$ cat src/rtl/game_sequencer.sv
// Match-level controller for the ball-and-paddle game: phase sequencing, scoring,
// serve direction and winner detection, with datapath enables decoded from the phase.
module game_sequencer #(
  parameter int WIN_SCORE    = 7,
  parameter int SERVE_FRAMES = 60,
  parameter int POINT_FRAMES = 90
) (
  input  logic       clk,
  input  logic       rst,
  input  logic       frame_tick,
  input  logic       start,
  input  logic       miss_p1,
  input  logic       miss_p2,
  output logic [2:0] state,
  output logic       paddle_en,
  output logic       ball_en,
  output logic       ball_hold,
  output logic       serve_dir,
  output logic [3:0] score1,
  output logic [3:0] score2,
  output logic [1:0] winner
);

  typedef enum logic [2:0] {
    S_IDLE  = 3'd0,
    S_SERVE = 3'd1,
    S_PLAY  = 3'd2,
    S_POINT = 3'd3,
    S_PAUSE = 3'd4,
    S_OVER  = 3'd5
  } state_t;

  localparam logic [3:0] LP_WIN   = 4'(WIN_SCORE);
  localparam logic [7:0] LP_SERVE = 8'(SERVE_FRAMES);
  localparam logic [7:0] LP_POINT = 8'(POINT_FRAMES);

  state_t     r_state;
  logic       r_start_prev;
  logic [7:0] r_frames;
  logic [3:0] r_score1;
  logic [3:0] r_score2;
  logic       r_serve_dir;
  logic [1:0] r_winner;

  logic       w_start_rise;
  logic       w_miss_any;
  logic [7:0] w_frames_inc;
  logic [3:0] w_score1_nxt;
  logic [3:0] w_score2_nxt;
  logic       w_win1;
  logic       w_win2;

  assign w_start_rise = start & ~r_start_prev;
  assign w_miss_any   = miss_p1 | miss_p2;
  // The current tick is included so exit lands exactly on the Nth tick.
  assign w_frames_inc = r_frames + 8'd1;
  assign w_score1_nxt = r_score1 + {3'b000, miss_p2};
  assign w_score2_nxt = r_score2 + {3'b000, miss_p1};
  assign w_win1       = (w_score1_nxt == LP_WIN);
  assign w_win2       = (w_score2_nxt == LP_WIN);

  always_ff @(posedge clk or posedge rst) begin
    if (rst) begin
      r_state      <= S_IDLE;
      r_start_prev <= 1'b0;
      r_frames     <= 8'd0;
      r_score1     <= 4'd0;
      r_score2     <= 4'd0;
      r_serve_dir  <= 1'b0;
      r_winner     <= 2'b00;
    end else begin
      r_start_prev <= start;
      case (r_state)
        S_IDLE: begin
          r_frames <= 8'd0;
          if (w_start_rise) begin
            r_score1    <= 4'd0;
            r_score2    <= 4'd0;
            r_serve_dir <= 1'b1;
            r_state     <= S_SERVE;
          end
        end
        S_SERVE: begin
          if (frame_tick) begin
            if (w_frames_inc == LP_SERVE) begin
              r_frames <= 8'd0;
              r_state  <= S_PLAY;
            end else begin
              r_frames <= w_frames_inc;
            end
          end
        end
        S_PLAY: begin
          r_frames <= 8'd0;
          // A miss wins over a simultaneous start press.
          if (w_miss_any) begin
            r_score1 <= w_score1_nxt;
            r_score2 <= w_score2_nxt;
            if (miss_p1 && !miss_p2) r_serve_dir <= 1'b0;
            else if (miss_p2 && !miss_p1) r_serve_dir <= 1'b1;
            r_winner <= {w_win2, w_win1};
            r_state  <= (w_win1 || w_win2) ? S_OVER : S_POINT;
          end else if (w_start_rise) begin
            r_state <= S_PAUSE;
          end
        end
        S_POINT: begin
          if (frame_tick) begin
            if (w_frames_inc == LP_POINT) begin
              r_frames <= 8'd0;
              r_state  <= S_SERVE;
            end else begin
              r_frames <= w_frames_inc;
            end
          end
        end
        S_PAUSE: begin
          r_frames <= 8'd0;
          if (w_start_rise) r_state <= S_PLAY;
        end
        S_OVER: begin
          r_frames <= 8'd0;
          if (w_start_rise) begin
            r_score1    <= 4'd0;
            r_score2    <= 4'd0;
            r_winner    <= 2'b00;
            r_serve_dir <= 1'b1;
            r_state     <= S_SERVE;
          end
        end
        default: begin
          r_frames <= 8'd0;
          r_state  <= S_IDLE;
        end
      endcase
    end
  end

  always_comb begin
    paddle_en = 1'b0;
    ball_en   = 1'b0;
    ball_hold = 1'b1;
    case (r_state)
      S_SERVE: paddle_en = 1'b1;
      S_PLAY: begin
        paddle_en = 1'b1;
        ball_en   = 1'b1;
        ball_hold = 1'b0;
      end
      S_POINT: paddle_en = 1'b1;
      S_PAUSE: ball_hold = 1'b0;
      default: begin
        paddle_en = 1'b0;
        ball_en   = 1'b0;
        ball_hold = 1'b1;
      end
    endcase
  end

  assign state     = r_state;
  assign serve_dir = r_serve_dir;
  assign score1    = r_score1;
  assign score2    = r_score2;
  assign winner    = r_winner;

endmodule

$ cat config.mk
export PLATFORM = sky130hd
export DESIGN_NAME = game_sequencer
export DESIGN_NICKNAME = d
export VERILOG_FILES = /design/src/rtl/game_sequencer.sv
export SDC_FILE = /design/constraint.sdc
export NUM_CORES = 1
export LEC_CHECK = 0
export CAP_MARGIN = 10
export CORE_ASPECT_RATIO = 0.7
export CORE_MARGIN = 3
export CORE_UTILIZATION = 47
export CTS_BUF_LIST = sky130_fd_sc_hd__clkbuf_8
export CTS_CLUSTER_DIAMETER = 30
export DETAILED_ROUTE_END_ITERATION = 8
export GPL_ROUTABILITY_DRIVEN = 0
export PLACE_DENSITY = 0.74
export SYNTH_ARGS = -nofsm -noshare
export SYNTH_HDL_FRONTEND = slang
export SYNTH_SLANG_ARGS = --single-unit
export TNS_END_PERCENT = 50
$ cat constraint.sdc
create_clock -name clk -period 2.26 [get_ports clk]
set_clock_uncertainty 0.2 [all_clocks]
set_input_delay 0.339 -clock clk [delete_from_list [all_inputs] [get_ports clk]]
set_output_delay 0.339 -clock clk [all_outputs]
set_load 0.05 [all_outputs]
## Word level (Yosys, flattened, before mapping)

Index checks and enable logic that the tools add are counted.

| storage, ports and cells | value |
|---|---|
| register bits after elaboration | 23 |
| input bits | 6 |
| output and inout port bits | 17 |

| operators by class | value |
|---|---|
| add/sub/neg operators | 3 |
| equality and inequality tests | 19 |
| multiplexer cells | 31 |
| bitwise operators | 3 |
| reductions and logical operators | 16 |

Operators with widths:

| operator | count |
|---|---|
| $mux 8 | 4 |
| $mux 3 | 9 |
| $pmux 4 s2 | 2 |
| $pmux 8 s2 | 1 |
| $pmux 3 s5 | 1 |
| $ne 2x2->1 const B | 7 |
| $mux 4 | 3 |
| $add 4x1->4 | 2 |
| $add 8x1->8 const B | 1 |
| $eq 4x3->1 const B | 2 |
| $eq 8x6->1 const B | 1 |
| $eq 8x7->1 const B | 1 |
| $mux 1 | 7 |
| $reduce_and 7->1 | 1 |
| $eq 3x2->1 const B | 2 |
| $eq 3x3->1 const B | 2 |
| $ne 3x3->1 const B | 2 |
| $reduce_and 3->1 | 2 |
| $mux 2 | 2 |
| $pmux 2 s2 | 1 |
| $reduce_and 4->1 | 1 |
| $reduce_bool 2->1 | 2 |
| $reduce_or 2->1 | 2 |
| $eq 3x1->1 const B | 1 |
| 11 further kinds | 13 |

## Depth between registers and ports, before layout

Gate-level depths: netlist of the first run.

| depth | value |
|---|---|
| depth in word-level cells | 6 |
| depth in mapped cells | 8 |
| gate-level depth less buffers | 8 |

## Worst setup path before layout of the first run

No wires, ideal clock.

| timing path | value |
|---|---|
| path kind | reg2reg |
| from | register r_state[2] (netlist: state[2]) |
| to | register r_score2[3] (netlist: score2[3]) |
| setup time | 0.080 ns |
| data arrival time | 2.689 ns |
| path slack | -0.709 ns |
| stages on the path, launching flop included | 7 |
| path buffers | 1 |
| clock period less this slack | 2.969 ns |
| cell sequence | dfrtp_1 clkbuf_1 nor3_1 nand2_1 a31oi_1 o21ai_0 o21ai_1 |

| on the way | value |
|---|---|
| cells in the longest elaborated chain, start to end | 4 |
| elaborated cells on any way between the ends | 9 |
| classes of those cells | eq/ne (4); mux (1); reduce/logical (4) |

RTL lines:

| item | line | text |
|---|---|---|
| start, declared | 37 | `state_t r_state;` |
| start signal, assigned | 102 | `r_state <= (w_win1 \|\| w_win2) ? S_OVER : S_POINT;` |
| $eq 3x3->1 / $logic_not 3->1 (equally long branches) | 73 | `case (r_state)` |
| $reduce_or 2->1 (no line) | - |  |
| $ne 2x1->1 (no line) / $reduce_bool 2->1 (equally long branches) | - |  |
| $reduce_and 3->1 (no line) | - |  |
| end signal, assigned | 98 | `r_score2 <= w_score2_nxt;` |
| end, declared | 41 | `logic [3:0] r_score2;` |

Parallel ways exist; a longest one is shown, timed or not.
A chain may end at the register's enable or synchronous reset.

## Final worst setup path of the first run

| timing path | value |
|---|---|
| from | input port miss_p1 |
| to | register r_state[2] (netlist: state[2]) |

| on the way | value |
|---|---|
| cells in the longest elaborated chain, start to end | 6 |
| elaborated cells on any way between the ends | 9 |
| classes of those cells | add/sub (1); eq/ne (2); mux (3); bitwise (1); reduce/logical (2) |

RTL lines:

| item | line | text |
|---|---|---|
| start, declared | 12 | `input logic miss_p1,` |
| $add 4x1->4 | 58 | `assign w_score2_nxt = r_score2 + {3'b000, miss_p1};` |
| $eq 4x3->1 | 60 | `assign w_win2 = (w_score2_nxt == LP_WIN);` |
| $logic_or 1x1->1 | 102 |  |
| $mux 3 | 102 |  |
| $mux 3 | 96 | `if (w_miss_any) begin` |
| $pmux 3 s5 | 73 |  |

Parallel ways exist; a longest one is shown, timed or not.

==> results by group, run 1 <==
Die
  • Die area: 4037 µm²
  • Die extent in x: 74.67 µm
  • Initial Util: 52.36%
  • Die Height: 54.07 µm
  • Cell Rows: 16
  • IO Pins: 23
  • Core area: 2963 µm²

Power
  • Peak VDD IR: 0.6415 mV
  • LEAKAGE: 0.9076 nW
  • Final Total Pwr: 2.407 mW
  • Cell area power density: 1147 nW/µm²

Yosys
  • Syn Nets: 194
  • Post-Syn Area: 1551 µm²
  • Seq/Total Area, Yosys: 37.10%
  • Syn. warnings: 0
  • Most area-consuming cells after synthesis: dfrtp_1 (37%), ha_1 (6.5%), nand2_1 (6.3%)
  • Post-synth top area share: 37.10%
  • Top cells by count, synth: nand2_1 (26), dfrtp_1 (23), nor2_1 (11)
  • Area leader, netlist: dfrtp_1
  • Synth unique cells: 45
  • Post-Syn Area per Cell: 8.619 µm²
  • Top-count cell post-synth: nand2_1
  • Flops & latches, synth: 23
  • Asr flop ratio synth: 100.0%
  • Most common flop cell mapped by yosys: dfrtp_1
  • Number of synthesized flops with an enable pin: 0
  • Mapped Cells: 180

Routing
  • DRC errors left: 0
  • DR vias/cell: 5.779
  • ANT nets after route: 0
  • Initial drt markers: 157
  • WL final: 4094 µm
  • Wire per inst: 15.87 µm
  • Via count: 1491
  • First-pass DRT Iterations: 4

Clock tree
  • H-tree Lvls: 1
  • Worst-skew pair later-pin latency: 0.27 ns
  • Clock Path Buffers: 2
  • Sink Count: 23
  • Hold buffer count at cts: 0
  • CTS tree: built
  • CTS root buf: clkbuf_8
  • Num CTS Buffers: 3
  • Clock-pin slew of the registers on the worst-case setup and hold paths: 0.08 ns

GRT
  • GRT overflow: 0
  • Initial antenna violation count: 0
  • First-pass GRT wire length: 6341 µm
  • Largest net degree at the start of global routing: 24
  • Vias in the first global route: 1295
  • GRT Total Usage: 21.06%

Placed design
  • Pre-CTS setup slack: -0.2621 ns
  • IO Port Bufs: 22
  • DP HPWL: 2951 µm
  • Placed Area: 1939 µm²

Layout
  • Share of cells above drive strength 1: 25.23%
  • Area delta synth->final: 35.24%
  • Post-layout nets: 237
  • Final instance area: 2098 µm²
  • Ant diodes: 0

Timing
  • Hold Fails Final Rpt: 0
  • Worst slew margin relative to its limit: 66.39%
  • Minimum clock period: 2.233 ns
  • Count of final max-slew check failures: 0
  • Worst slew pin tran: 0.5026 ns
  • Final setup viols: 0
  • FMAX: 0.4479 GHz
  • Final setup margin: 0.02741 ns
  • Final worst-path cycle share: 98.79%
  • Unrepaired setup endpoints after global routing: yes
  • Fin Setup TNS: 0 ns
  • Tightest hold margin: 0.2055 ns

Setup path
  • CP required: 2.25 ns
  • Setup crit end kind: flip-flop
  • Critical path fanouts, max: 3
  • Startpoint types: input port
  • FF-to-FF path depth: 9
  • Critical Path AT: 2.22 ns
  • Setup CP Type: input port to flip-flop

Run
  • Max Cap Viol: 0

Min path
  • Hold Crit Class: input port to asynchronous set/reset pin

Status
  • Outcome: finished clean
==> power breakdown <==
group / leakage, nW / total, mW / internal (mW) / switching, mW
sequential: 0.299 / 0.674 / 0.517 / 0.158
clock: 0.0255 / 0.258 / 0.123 / 0.135
combinational: 0.583 / 1.47 / 0.582 / 0.892
total: 0.908 / 2.41 / 1.22 / 1.18
==> critical path, stage by stage <==
cell	delay [ns]
clkdlybuf4s50_1	0.50
ha_2	0.21
ha_2	0.21
nor2b_2	0.17
a21oi_1	0.07
o22ai_2	0.21
a32oi_2	0.15
a21bo_2	0.24
o21ai_2	0.12
==> area by class of cell <==
type / count / area [µm²]
multi-input combinational: 139 / 979.7
sequential: 23 / 576.8
tap: 36 / 45.04
fill: 230 / 864.6
inverter: 11 / 41.29
clock inverter: 1 / 5.005
timing repair buffer: 45 / 409.1
clock buffer: 3 / 41.29
==> placed cells by master, fill, tap and decap left out, types with 2 or more instances in the layout <==
cell type,n
nand2_1,26
buf_4,25
dfrtp_1,22
clkdlybuf4s50_1,17
nor2_1,11
inv_1,9
o21ai_1,9
o21ai_0,9
nand2b_1,6
nand4_1,5
nand3_1,5
nor3_1,4
a21oi_1,4
xor2_1,4
ha_1,4
a211oi_2,3
o21a_1,3
o22ai_1,3
a21o_1,3
ha_2,3
clkbuf_8,3
nor2b_1,2
and3b_1,2
inv_2,2
xnor2_1,2
a31oi_1,2
nor4_1,2
nor2b_2,2
a22o_1,2
buf_12,2
==> worst paths after layout <==
check	slack, ns	from	to
min in group clk	0.29	winner[1]	winner[1]
max in group asynchronous	1.40	rst	state[2]
worst max register to register	0.07	r_frames[0]	r_frames[6]
worst max-delay path	0.03	miss_p1	state[2]
worst min register to register	0.29	winner[1]	winner[1]
worst min-delay path	0.21	rst	score2[0]
==> per-stage QoR <==
stage | utilization, % | std cells
4_1_cts | 67.10 | 253
3_3_place_gp | 65.46 | 249
5_1_grt | 70.82 | 258
6_report | 70.82 | 258
3_5_place_dp | 65.46 | 249
2_1_floorplan | - | 180
==> sequential cells by signal (all words and copies together) (netlist names) <==
| register | flops |
|---|---|
| serve_dir | 1 |
| score1 | 4 |
| winner | 2 |
| r_frames | 8 |
| score2 | 4 |
| state | 3 |
| r_start_prev | 1 |
==> timing repair <==
item | CTS | global route
setup endpoints to repair | 5 | 10
pin swaps | 1 | 11
resized for setup | 1 | 16
buffers inserted | 0 | 5
==> cells by family after synthesis <==
logic type               share of synthesized area [%]
AND/OR/NAND/NOR                                  25.00
AO/OA/AOI/OAI                                    22.98
flip-flops                                       37.10
buffers and inverters                            5.080
adder cells (fa/ha/maj)                          6.452
XOR/XNOR                                         3.387
==> metal layers <==
| metal | GRT usage (%) | vias to the layer above | part of all wire, % |
|---|---|---|---|
| met5 | 0 | - | 0 |
| met4 | 3.846 | 0 | 0.20 |
| met3 | 4.664 | 2 | 5.6 |
| met2 | 30.90 | 46 | 46 |
| met1 | 31.77 | 710 | 48 |
| li1 | - | 733 | - |
No activity file was read; power rests on OpenSTA's default activity.
==> inputs of run 2 (changes only) <==
--- a/config.mk
+++ b/config.mk
@@ -14,7 +14,8 @@
 export DETAILED_ROUTE_END_ITERATION = 8
 export GPL_ROUTABILITY_DRIVEN = 0
 export PLACE_DENSITY = 0.74
+export SLEW_MARGIN = 20
 export SYNTH_ARGS = -nofsm -noshare
 export SYNTH_HDL_FRONTEND = slang
 export SYNTH_SLANG_ARGS = --single-unit
-export TNS_END_PERCENT = 50
+export TNS_END_PERCENT = 30
==> results of run 2 <==
Final layout, timing and power as in run 1 (identical DEF).
==> inputs of run 3 (changes only) <==
--- a/config.mk
+++ b/config.mk
@@ -7,7 +7,7 @@
 export LEC_CHECK = 0
 export CAP_MARGIN = 10
 export CORE_ASPECT_RATIO = 0.7
-export CORE_MARGIN = 3
+export CORE_MARGIN = 5
 export CORE_UTILIZATION = 47
 export CTS_BUF_LIST = sky130_fd_sc_hd__clkbuf_8
 export CTS_CLUSTER_DIAMETER = 30
==> run 3 against run 2 <==
Against the previous run: critical path depth shrank 2; utilization shrank 6.1 points; die area grew 13%; non-clock buffer count shrank 4; fmax shrank 0.40%; combinational power shrank 5%; clock-buffer cell count is the same; final area shrank 2.3%; clock power grew 3%; routed wire length shrank 4.6%; global-route usage shrank 3.1 points; via count grew 1.7%; largest power group unchanged.
==> results by group, run 3 (same netlist as run 1, synthesis figures left out) <==
Status
  • Outcome: finished clean

Clock tree
  • Sink Count: 23
  • Clock Path Buffers: 2
  • H-tree Lvls: 1
  • CTS root buf: clkbuf_8
  • Clock-pin slew of the registers on the worst-case setup and hold paths: 0.09 ns
  • Worst-skew pair later-pin latency: 0.27 ns
  • CTS tree: built
  • Hold buffer count at cts: 0
  • Num CTS Buffers: 3

Setup path
  • Crit-path max cell delay: 0.42 ns
  • Critical Path AT: 2.20 ns
  • Cells along the critical path: ha_4, nand4_4, or3_4, a2111oi_4, a21o_1, a21o_1, o21ai_1
  • Crit path top cell by count: a21o_1
  • Critical path fanouts, max: 5
  • CP max-delay cell: a2111oi_4
  • CP required: 2.22 ns
  • Setup CP Type: flip-flop to flip-flop
  • Startpoint types: flip-flop
  • Setup crit end kind: flip-flop

Layout
  • Biggest register: r_frames
  • FILL cells: 265
  • Commonest cells after routing, fill and taps aside: nand2_1 (26), buf_4 (22), dfrtp_1 (22)
  • Final core utilization: 64.71%
  • Commonest non-fill, non-tap cell in the layout: nand2_1
  • Number of flip-flops under the largest register name: 8
  • Area delta synth->final: 32.18%
  • Ant diodes: 0
  • Post-layout nets: 233
  • Share of cells above drive strength 1: 21.10%

Die
  • Die Height: 58.07 µm
  • Die area: 4568 µm²
  • Cell Rows: 17
  • IO Pins: 23
  • Die extent in x: 78.67 µm
  • Initial Util: 48.95%
  • Core area: 3169 µm²

Run
  • Max Cap Viol: 0

Timing
  • Hold Fails Final Rpt: 0
  • Unrepaired setup endpoints after global routing: yes
  • Worst slew pin tran: 0.5041 ns
  • Worst slew margin relative to its limit: 66.29%
  • Fin Setup TNS: 0 ns
  • Tightest hold margin: 0.2185 ns
  • Final setup viols: 0
  • Final worst-path cycle share: 99.18%
  • Final setup margin: 0.01850 ns
  • Minimum clock period: 2.242 ns
  • Count of final max-slew check failures: 0
  • FMAX: 0.4461 GHz

GRT
  • GRT overflow: 0
  • GRT Total Usage: 17.92%
  • Vias in the first global route: 1391
  • First-pass GRT wire length: 6541 µm
  • Initial antenna violation count: 0
  • Largest net degree at the start of global routing: 24

Routing
  • DRC errors left: 0
  • Initial drt markers: 156
  • Wire per inst: 15.26 µm
  • First-pass DRT Iterations: 4
  • WL final: 3906 µm
  • DR vias/cell: 5.922
  • Via count: 1516
  • ANT nets after route: 0

Power
  • Cell-internal power: 1.181 mW
  • Final Total Pwr: 2.340 mW
  • Switching Fraction: 49.51%
  • Cell area power density: 1141 nW/µm²
  • Clock network fraction of total power: 11.3%
  • Combinational share of power: 59.9%
  • Reg power frac: 28.8%
  • Peak VDD IR: 0.6161 mV
  • Sw power: 1.159 mW
  • LEAKAGE: 0.8835 nW

Placed design
  • DP HPWL: 2905 µm
  • Pre-CTS setup slack: -0.2200 ns
  • IO Port Bufs: 22

Min path
  • Hold Crit Class: input port to asynchronous set/reset pin
## run 3: path summary, 6_finish.rpt
check	start	endpoint	slack [ns]	depth (start not counted)
max	r_frames[1]	r_frames[3]	0.02	7
min	rst	r_frames[1]	0.22	3
max reg2reg	r_frames[1]	r_frames[3]	0.02	7
min reg2reg	winner[0]	winner[0]	0.31	1
max in group asynchronous	rst	state[2]	1.40	3
min in group clk	winner[0]	winner[0]	0.31	1
## run 3: per-stage QoR
stage,cell area [µm²],cells
after CTS,1986,254
after floorplan,1564,180
after global placement,1934,250
after detailed placement,1934,250
final,2051,256
after global routing,2051,256
## run 3: critical path, delay by kind of cell, from the launching register on
kind                       cells  cell delay, ns
AOI/OAI and AO/OA              4            0.87
adders and majority gates      1            0.19
DFF                            1            0.40
and+or+nand+nor                2            0.47
## run 3: layout make-up
type	instances	area [µm²]	area share (%)
well taps	38	47.55	2.318
flip-flops and latches	23	576.8	28.13
inverters	11	41.29	2.013
repair buffers	41	375.4	18.30
multi-input cells	139	960.9	46.86
clock buffers	3	41.29	2.013
clock inverters	1	7.507	0.3661
## run 3: per-layer routing
layer / track usage, % / wire (µm)
met5: 0 / 0
met2: 26.96 / 1766
met4: 4.489 / 47
met3: 5.435 / 328
met1: 25.19 / 1764
## run 3: power by group through the flow
| stage | clock, mW | combinational (mW) | sequential, mW |
|---|---|---|---|
| 6_report | 0.265 | 1.40 | 0.673 |
| 5_1_grt | 0.299 | 1.50 | 0.694 |
| 4_1_cts | 0.272 | 1.36 | 0.660 |
| 3_5_place_dp | 0 | 1.35 | 0.669 |
| 3_3_place_gp | 0 | 1.33 | 0.656 |
| 2_1_floorplan | 0 | 0.652 | 0.885 |
## run 3: repair_timing
| item | in CTS | in global routing |
|---|---|---|
| cloned | 0 | 0 |
| endpoints found under the hold margin | 0 | 0 |
| gates resized for setup | 1 | 9 |
| buffers inserted | 0 | 2 |
| pin swaps | 2 | 7 |
| endpoints found under the setup margin | 7 | 8 |
